$ cat src/rtl/mux_probe_pkg.sv
// ============================================================================
// Package : mux_probe_pkg
// Purpose : Shared constants for the 2:1 mux probe sweeper. This package holds
//           the probe width, the FSM state encoding and the bit positions of
//           each wire in the probe vector.
// Rev     : 1.0  initial release
// ============================================================================
`timescale 1ns/1ps
`default_nettype none

package mux_probe_pkg;

  // Width of the wire-state vector returned by the mux.
  localparam int PROBE_W = 9;

  typedef logic [1:0] state_t;
  typedef logic [2:0] code_t;

  // Sweeper FSM encoding.
  localparam state_t IDLE  = 2'd0;
  localparam state_t WAIT  = 2'd1;
  localparam state_t CHECK = 2'd2;
  localparam state_t DONE  = 2'd3;

  // Wire map of the probe vector.
  localparam int P_I0   = 0;  // I0 input wire
  localparam int P_I1   = 1;  // I1 input wire
  localparam int P_S0   = 2;  // S fan-out branch 0
  localparam int P_S1   = 3;  // S fan-out branch 1
  localparam int P_S2   = 4;  // S fan-out branch 2
  localparam int P_SN   = 5;  // inverted select
  localparam int P_A1   = 6;  // AND term I1 & S
  localparam int P_A0   = 7;  // AND term I0 & ~S
  localparam int P_RSVD = 8;  // reserved, must read 0

endpackage : mux_probe_pkg

`default_nettype wire

$ cat src/rtl/mux_probe_expect.sv
// ============================================================================
// Module  : mux_probe_expect
// Purpose : Combinational model of the wire states a healthy 2:1 mux shows
//           for a given input code {S,I1,I0}.
// Ports   : code_i [2:0]        input code, S = code_i[2]
//           exp_o  [PROBE_W-1:0] expected probe vector
// Rev     : 1.0  initial release
// ============================================================================
`timescale 1ns/1ps
`default_nettype none

module mux_probe_expect
  import mux_probe_pkg::*;
(
  input  logic [2:0]         code_i,
  output logic [PROBE_W-1:0] exp_o
);

  logic w_s;
  logic w_i1;
  logic w_i0;

  assign w_s  = code_i[2];
  assign w_i1 = code_i[1];
  assign w_i0 = code_i[0];

  always_comb begin
    exp_o         = '0;
    exp_o[P_I0]   = w_i0;
    exp_o[P_I1]   = w_i1;
    exp_o[P_S0]   = w_s;
    exp_o[P_S1]   = w_s;
    exp_o[P_S2]   = w_s;
    exp_o[P_SN]   = ~w_s;
    exp_o[P_A1]   = w_i1 & w_s;
    exp_o[P_A0]   = w_i0 & ~w_s;
    exp_o[P_RSVD] = 1'b0;
  end

endmodule : mux_probe_expect

`default_nettype wire

$ cat src/rtl/mux_probe_sweeper.sv
// ============================================================================
// Module  : mux_probe_sweeper
// Purpose : Walks all 8 input codes {S,I1,I0} onto a 2:1 mux, waits SETTLE
//           cycles per code, then checks the returned probe vector against the
//           expected wire states and records the decoded mux output.
// Ports   : clk, rst        clock / asynchronous active-high reset
//           start           sweep request (honoured in IDLE or DONE only)
//           probe_in        wire-state vector from the mux
//           s_out/i1_out/i0_out  registered drive of the current code
//           busy            high in WAIT or CHECK
//           done            high in DONE
//           pass            done with no mismatching code
//           fail_mask[7:0]  bit c set when code c mismatched
//           mux_y[7:0]      bit c = mux output observed for code c
// Rev     : 1.0  initial release
// ============================================================================
`timescale 1ns/1ps
`default_nettype none

module mux_probe_sweeper
  import mux_probe_pkg::*;
#(
  parameter int unsigned SETTLE = 2   // legal range 1..15
)(
  input  logic               clk,
  input  logic               rst,
  input  logic               start,
  input  logic [PROBE_W-1:0] probe_in,
  output logic               s_out,
  output logic               i1_out,
  output logic               i0_out,
  output logic               busy,
  output logic               done,
  output logic               pass,
  output logic [7:0]         fail_mask,
  output logic [7:0]         mux_y
);

  // WAIT is left once the counter shows SETTLE-1, giving SETTLE cycles in WAIT.
  localparam logic [3:0] SETTLE_LAST = 4'(SETTLE - 1);

  state_t             state_q, state_d;
  code_t              code_q,  code_d;
  logic [3:0]         cnt_q,   cnt_d;
  logic [7:0]         fail_q,  fail_d;
  logic [7:0]         muxy_q,  muxy_d;
  code_t              drv_q,   drv_d;
  logic [PROBE_W-1:0] exp_w;
  logic               launch_w;

  mux_probe_expect u_expect (
    .code_i (code_q),
    .exp_o  (exp_w)
  );

  assign launch_w = ((state_q == IDLE) || (state_q == DONE)) && start;

  // State and datapath registers.
  always_ff @(posedge clk or posedge rst) begin
    if (rst) begin
      state_q <= IDLE;
      code_q  <= '0;
      cnt_q   <= '0;
      fail_q  <= '0;
      muxy_q  <= '0;
      drv_q   <= '0;
    end else begin
      state_q <= state_d;
      code_q  <= code_d;
      cnt_q   <= cnt_d;
      fail_q  <= fail_d;
      muxy_q  <= muxy_d;
      drv_q   <= drv_d;
    end
  end

  // Next-state logic.
  always_comb begin
    state_d = state_q;
    case (state_q)
      IDLE, DONE: if (start) state_d = WAIT;
      WAIT:       if (cnt_q == SETTLE_LAST) state_d = CHECK;
      CHECK:      state_d = (code_q == 3'd7) ? DONE : WAIT;
      default:    state_d = IDLE;
    endcase
  end

  // Datapath next values: counter, code and result capture.
  always_comb begin
    code_d = code_q;
    cnt_d  = cnt_q;
    fail_d = fail_q;
    muxy_d = muxy_q;
    if (launch_w) begin
      code_d = '0;
      cnt_d  = '0;
      fail_d = '0;
      muxy_d = '0;
    end else if (state_q == WAIT) begin
      cnt_d = cnt_q + 4'd1;
    end else if (state_q == CHECK) begin
      // Exact compare: X/Z on the probe propagates into the mask bit.
      fail_d[code_q] = (probe_in != exp_w);
      muxy_d[code_q] = probe_in[P_A1] | probe_in[P_A0];
      if (code_q != 3'd7) begin
        code_d = code_q + 3'd1;
        cnt_d  = '0;
      end
    end
    // Mux drive only moves on the edge that enters WAIT, so the mux inputs
    // stay stable through the whole settle and check window.
    drv_d = ((state_d == WAIT) && (state_q != WAIT)) ? code_d : drv_q;
  end

  // Outputs.
  always_comb begin
    busy      = (state_q == WAIT) || (state_q == CHECK);
    done      = (state_q == DONE);
    pass      = done && (fail_q == 8'h00);
    fail_mask = fail_q;
    mux_y     = muxy_q;
    s_out     = drv_q[2];
    i1_out    = drv_q[1];
    i0_out    = drv_q[0];
  end

endmodule : mux_probe_sweeper

`default_nettype wire

$ cat config.mk
export PLATFORM = sky130hd
export DESIGN_NAME = mux_probe_sweeper
export DESIGN_NICKNAME = d
export VERILOG_FILES = /design/src/rtl/mux_probe_pkg.sv /design/src/rtl/mux_probe_expect.sv /design/src/rtl/mux_probe_sweeper.sv
export SDC_FILE = /design/constraint.sdc
export NUM_CORES = 1
export LEC_CHECK = 0
export CAP_MARGIN = 20
export CORE_MARGIN = 4
export CORE_UTILIZATION = 49
export CTS_BUF_LIST = sky130_fd_sc_hd__clkbuf_4 sky130_fd_sc_hd__clkbuf_8 sky130_fd_sc_hd__clkbuf_16
export DETAILED_ROUTE_END_ITERATION = 16
export PLACE_DENSITY = 0.79
export SLEW_MARGIN = 25
export SYNTH_ARGS = -nofsm -noshare
export SYNTH_HDL_FRONTEND = slang
export SYNTH_SLANG_ARGS = --single-unit
$ cat constraint.sdc
create_clock -name clk -period 2.51 [get_ports clk]
set_clock_uncertainty 0.1 [all_clocks]
set_input_delay 0.502 -clock clk [delete_from_list [all_inputs] [get_ports clk]]
set_output_delay 0.502 -clock clk [all_outputs]
set_load 0.02 [all_outputs]
; Yosys cells after proc, flatten, opt, wreduce, memory -nomap -nowiden
; Cells that the tools add are included.
[op_classes]
addsub = 2
magnitude_cmp = 2
eq_ne = 10
muxes = 22
n_bitwise = 4
reduce_logical = 14
[ops]
columns = op, count
row1 = 8-bit two-way mux, 6
row2 = 8-bit bitwise mux, 2
row3 = 4-bit two-way mux, 4
row4 = 3-bit two-way mux, 4
row5 = 9-bit by 8-bit inequality test with 1-bit output, 1
row6 = 8-bit logical NOT, 1
row7 = 2-bit two-way mux, 3
row8 = 2-bit case mux with 3 select lines, 1
row9 = 3-bit nonzero test, 2
row10 = "4-bit by 1-bit adder with 4-bit output, second input constant", 1
row11 = "2-bit by 1-bit == test with 1-bit output, second input constant", 2
row12 = "2-bit == test, second input constant", 2
row13 = "4-bit by 1-bit == test with 1-bit output, second input constant", 1
row14 = 1-bit logical AND, 4
row15 = "3-bit by 4-bit < comparator with 1-bit output, second input constant", 1
row16 = 2-bit AND reduction, 2
row17 = "3-bit by 1-bit adder with 3-bit output, second input constant", 1
row18 = 1-bit demux with 3-bit select, 1
row19 = "3-bit == test, second input constant", 1
row20 = "3-bit by 1-bit greater-or-equal comparator with 1-bit output, second input constant", 1
row21 = "3-bit inequality test, second input constant", 1
row22 = 1-bit AND, 2
row23 = 2-bit logical NOT, 1
row24 = 1-bit logical OR, 2
row25 = other kinds (7), 7
[totals]
regBits = 28
input_bits = 12
word_cells = 60

; Depth between registers and ports, before layout
[depth]
ltp_word = 8
depth_mapped = 7
ltp_nobuf = 6

; Modules after synthesis
; Synthesis repeated with hierarchy kept, for this count alone.
[hier_totals]
cells_unflattened = 170
hier_area_um2 = 1699.1
[modules_own_cells]
columns = module, n_inst, cells_each, area_each_um2
row1 = mux_probe_sweeper, 1, 160, 1634.1
row2 = mux_probe_expect, 1, 10, 65.1

; Least setup slack after synthesis
; No wires, ideal clock.
[synth_path]
kind = register -> register
startpoint = register state_q[0]
endpoint = register fail_q[6], in the netlist fail_mask[6]
arrival_ns = 1.815
required_ns = 2.270
slack_ns = 0.455
path_stages_with_launch = 7
n_path_buf = 1
synth_period_minus_slack_ns = 2.055
cell_sequence = dfrtp_1 > ha_1 > buf_4 > or3b_4 > or4_4 > nor3_2 > a31oi_1
[synth_via]
elab_chain_cells = 5
[synth_rtl]
columns = element, line
row1 = "start, declared", mux_probe_sweeper.sv:42  ; state_t state_q, state_d;
row2 = "start signal, assigned", mux_probe_sweeper.sv:68  ; state_q <= state_d;
row3 = 2-bit == test or 2-bit logical NOT (tied branches), mux_probe_sweeper.sv:56  ; assign launch_w = ((state_q == IDLE) || (state_q == DONE)) && start;
row4 = 1-bit logical OR, mux_probe_sweeper.sv:56
row5 = 1-bit logical AND, mux_probe_sweeper.sv:56
row6 = 2-bit inequality test (no line) or 2-bit nonzero test (tied branches), n/a
row7 = 2-bit AND reduction (no line), n/a
row8 = "end signal, assigned", mux_probe_sweeper.sv:71  ; fail_q <= fail_d;
row9 = "end, declared", mux_probe_sweeper.sv:45  ; logic [7:0] fail_q, fail_d;
; Several ways; a longest one is shown, not always the timed one.
; A chain may end at the register's enable or synchronous reset.

; Worst setup path in the final report
[layout_path]
startpoint = register fail_q[2], in the netlist fail_mask[2]
endpoint = output port pass
[layout_via]
elab_chain_cells = 2
[layout_rtl]
columns = element, line
row1 = 8-bit logical NOT, mux_probe_sweeper.sv:119  ; pass = done && (fail_q == 8'h00);
row2 = 1-bit logical AND, mux_probe_sweeper.sv:119
row3 = "end, declared", mux_probe_sweeper.sv:34  ; output logic pass,
; Every way passes these cells.

==> results_dict.tcl <==
set metrics [dict create \
    status "complete, no violations" \
    ys_types 35 \
    drtIter0Drc 39 \
    arrival_ps 1700 \
    drive_gt1_share_pct 8.60 \
    finalSetupViolCount 0 \
    slew_headroom_pct 63.8 \
    synth_xor_area_share_pct 1.20 \
    ys.flop_type "dfrtp_1" \
    whs_ps 423 \
    cts_root_buffer "clkbuf_4" \
    final_cell_mix "clkdlybuf4s50_1, dfrtp_1, nor2_1, o21ai_0, a211oi_1" \
    die_w_um 62.5 \
    cts.path.max_buffers 2 \
    core_area_um2 2810 \
    grt.total_usage_pct 18.8 \
    synth_compound_area_share_pct 16.1 \
    post_cts_buffers 0 \
    dp_slack_ps 224 \
    worst-path-max-fanout 3 \
    dpl.hpwl_um 2670 \
    final_common_cell "clkdlybuf4s50_1" \
    maxCapViolations 0 \
    antenna_cells 0 \
    switchingPower_w 0.000539 \
    antenna_found_initial 0 \
    power_w 0.00140 \
    setup_ws_ps 210 \
    cp-start-kind "flop" \
    synthSimpleGateAreaFrac_pct 23.9 \
    netlist_instances 151 \
    p_leak_nw 0.779 \
    wire_per_inst_um 15.8 \
    first_pass_iters 4 \
    initial_core_util_pct 52.0 \
    wl_um 3430 \
    criticalPathCategory "reg2out" \
    yosysSeqAreaShare_pct 48.1 \
    hold_viol_final 0 \
    fin_crit_ps 2300 \
    grt_setup_unrepaired "false" \
    clock_sinks 28 \
    yosys_register_bits 28 \
    synth_edf_count 0 \
    post-route-period-util_pct 91.6 \
    overflow 0 \
    area_delta_synth_final_pct 27.4 \
    num-fill-cells 247 \
    p_comb_share_pct 42.1 \
    numCtsBuffers 3 \
    worstMarginPinSlew_ps 541 \
    portBuffers 33 \
    synthAdderAreaFrac_pct 5.15 \
    hold_path.class "in2async" \
    die_h_um 62.5 \
    clk_latency_ps 320 \
    grt_max_degree 29 \
    vias 1279 \
    postSynth.asyncResetShare_pct 100 \
    cp.required_ps 1910 \
    row_count 19 \
    internal-power_w 0.000862 \
    grt_pass1_vias 1388 \
    slew_violations 0 \
    synth_nets 169 \
    seq_power_share_pct 42.3 \
    ant_nets 0 \
    cts_tree "yes" \
    place_congestion 0.804 \
    cts_max_level 1 \
    synth_top_family_by_area "simple AND/OR/NAND/NOR gates" \
    tns_ps 0 \
    io-pin-count 34 \
    power_frac_clock_pct 15.6 \
    swShare_pct 38.5 \
    synth_warnings 0 \
    nets 205 \
    power_density_nw_per_um2 755 \
    synth.mux.area_fraction_pct 3.00 \
    clk_pin_slew_ps 150 \
    synth.avg_cell_area_um2 9.65 \
    end_kind "output port" \
    fmax_mhz 435 \
    drc 0 \
    synth.cell_area_um2 1460 \
    dieArea_um2 3910 \
    ir_worst_vdd_uv 646 \
    via_per_inst 5.89 \
    final_util_pct 66.2 \
    grt_pass1_wl_um 6110 \
]
-- cell type report --
cell class	count	area [µm²]	share of cell area, %
multi-input cells	114	719	38.7
flip-flops and latches	28	701	37.7
repair buffers	35	343	18.5
well taps	31	38.8	2.09
clock buffers	4	36.3	1.95
inverters	5	18.8	1.01
-- flip-flops by register name (all words and copies together) (netlist names) --
register and count:
cnt_q 4, mux_y 8, code_q 3, drv_q 3, fail_mask 8, state_q 2
-- repair_timing --
| item | CTS | global route |
|---|---|---|
| endpoints found under the hold margin | 0 | 0 |
| hold buffers | 0 | 0 |
| setup endpoints to repair | 2 | 0 |
| gates resized for setup | 2 | 0 |
-- per-layer routing --
layer	vias up	wire [µm]	GRT usage, %
li1	609	-	-
met1	628	1410	20.7
met3	4	180	4.68
met4	0	21	3.31
met5	-	0	0
met2	38	1820	36.4
-- worst paths after layout --
kind                       cells past startpoint           end  slack, ps          from
max reg2reg                                    6  fail_mask[6]        260    state_q[0]
max                                            4          pass        210  fail_mask[2]
min reg2reg                                    1      drv_q[2]        430      drv_q[2]
min                                            3      mux_y[1]        420           rst
max in group asynchronous                      3     code_q[1]       1620           rst
min in group clk                               1      drv_q[2]        430      drv_q[2]
-- synthesized netlist by cell type, drive strengths merged (2+ instances only) --
cell    count  share of area, %
a211oi      9               4.6
a21oi       7               2.4
a31oi       4               1.7
and2        2              0.86
clkbuf      3              0.77
dfrtp      28                48
ha          6               5.2
inv         5               1.3
mux2        3               2.3
nand2       8               2.1
nand2b      2              0.86
nand3       4               1.4
nand3b      2               1.0
nor2       20               5.2
nor2b       5               2.1
nor3        7               2.7
nor3b       2               1.0
nor4        4               2.1
o21ai      16               5.5
-- worst max-delay path, cell delays in order (launching register included) --
cell and delay, ps:
dfrtp_1 430, nor4_1 300, nand3b_1 110, nor4_1 180, dlygate4sd2_1 370
-- power groups by stage --
stage,sequential (W),clock [W],combinational (W)
6_report,0.000593,0.000218,0.000590
5_1_grt,0.000605,0.000245,0.000663
4_1_cts,0.000591,0.000228,0.000593
3_5_place_dp,0.000600,0,0.000603
3_3_place_gp,0.000594,0,0.000575
2_1_floorplan,0.000612,0,0.000373
-- through the flow --
stage,cells,cell area [µm²]
detailed placement,213,1820
global route,217,1860
global placement,213,1820
CTS,217,1860
floorplan,151,1460
finish,217,1860
-- cells by family (layout without fill, tap and decap cells) --
family	count (synthesis)	after routing
DFF	28	28
xor gates and xnor gates	2	2
AOI/OAI and AO/OA	39	39
adders and majority gates	6	6
buffers and inverters	9	44
and+or+nand+nor	63	63
muxes	4	4
Note: power is estimated with default switching activity, not from simulation.
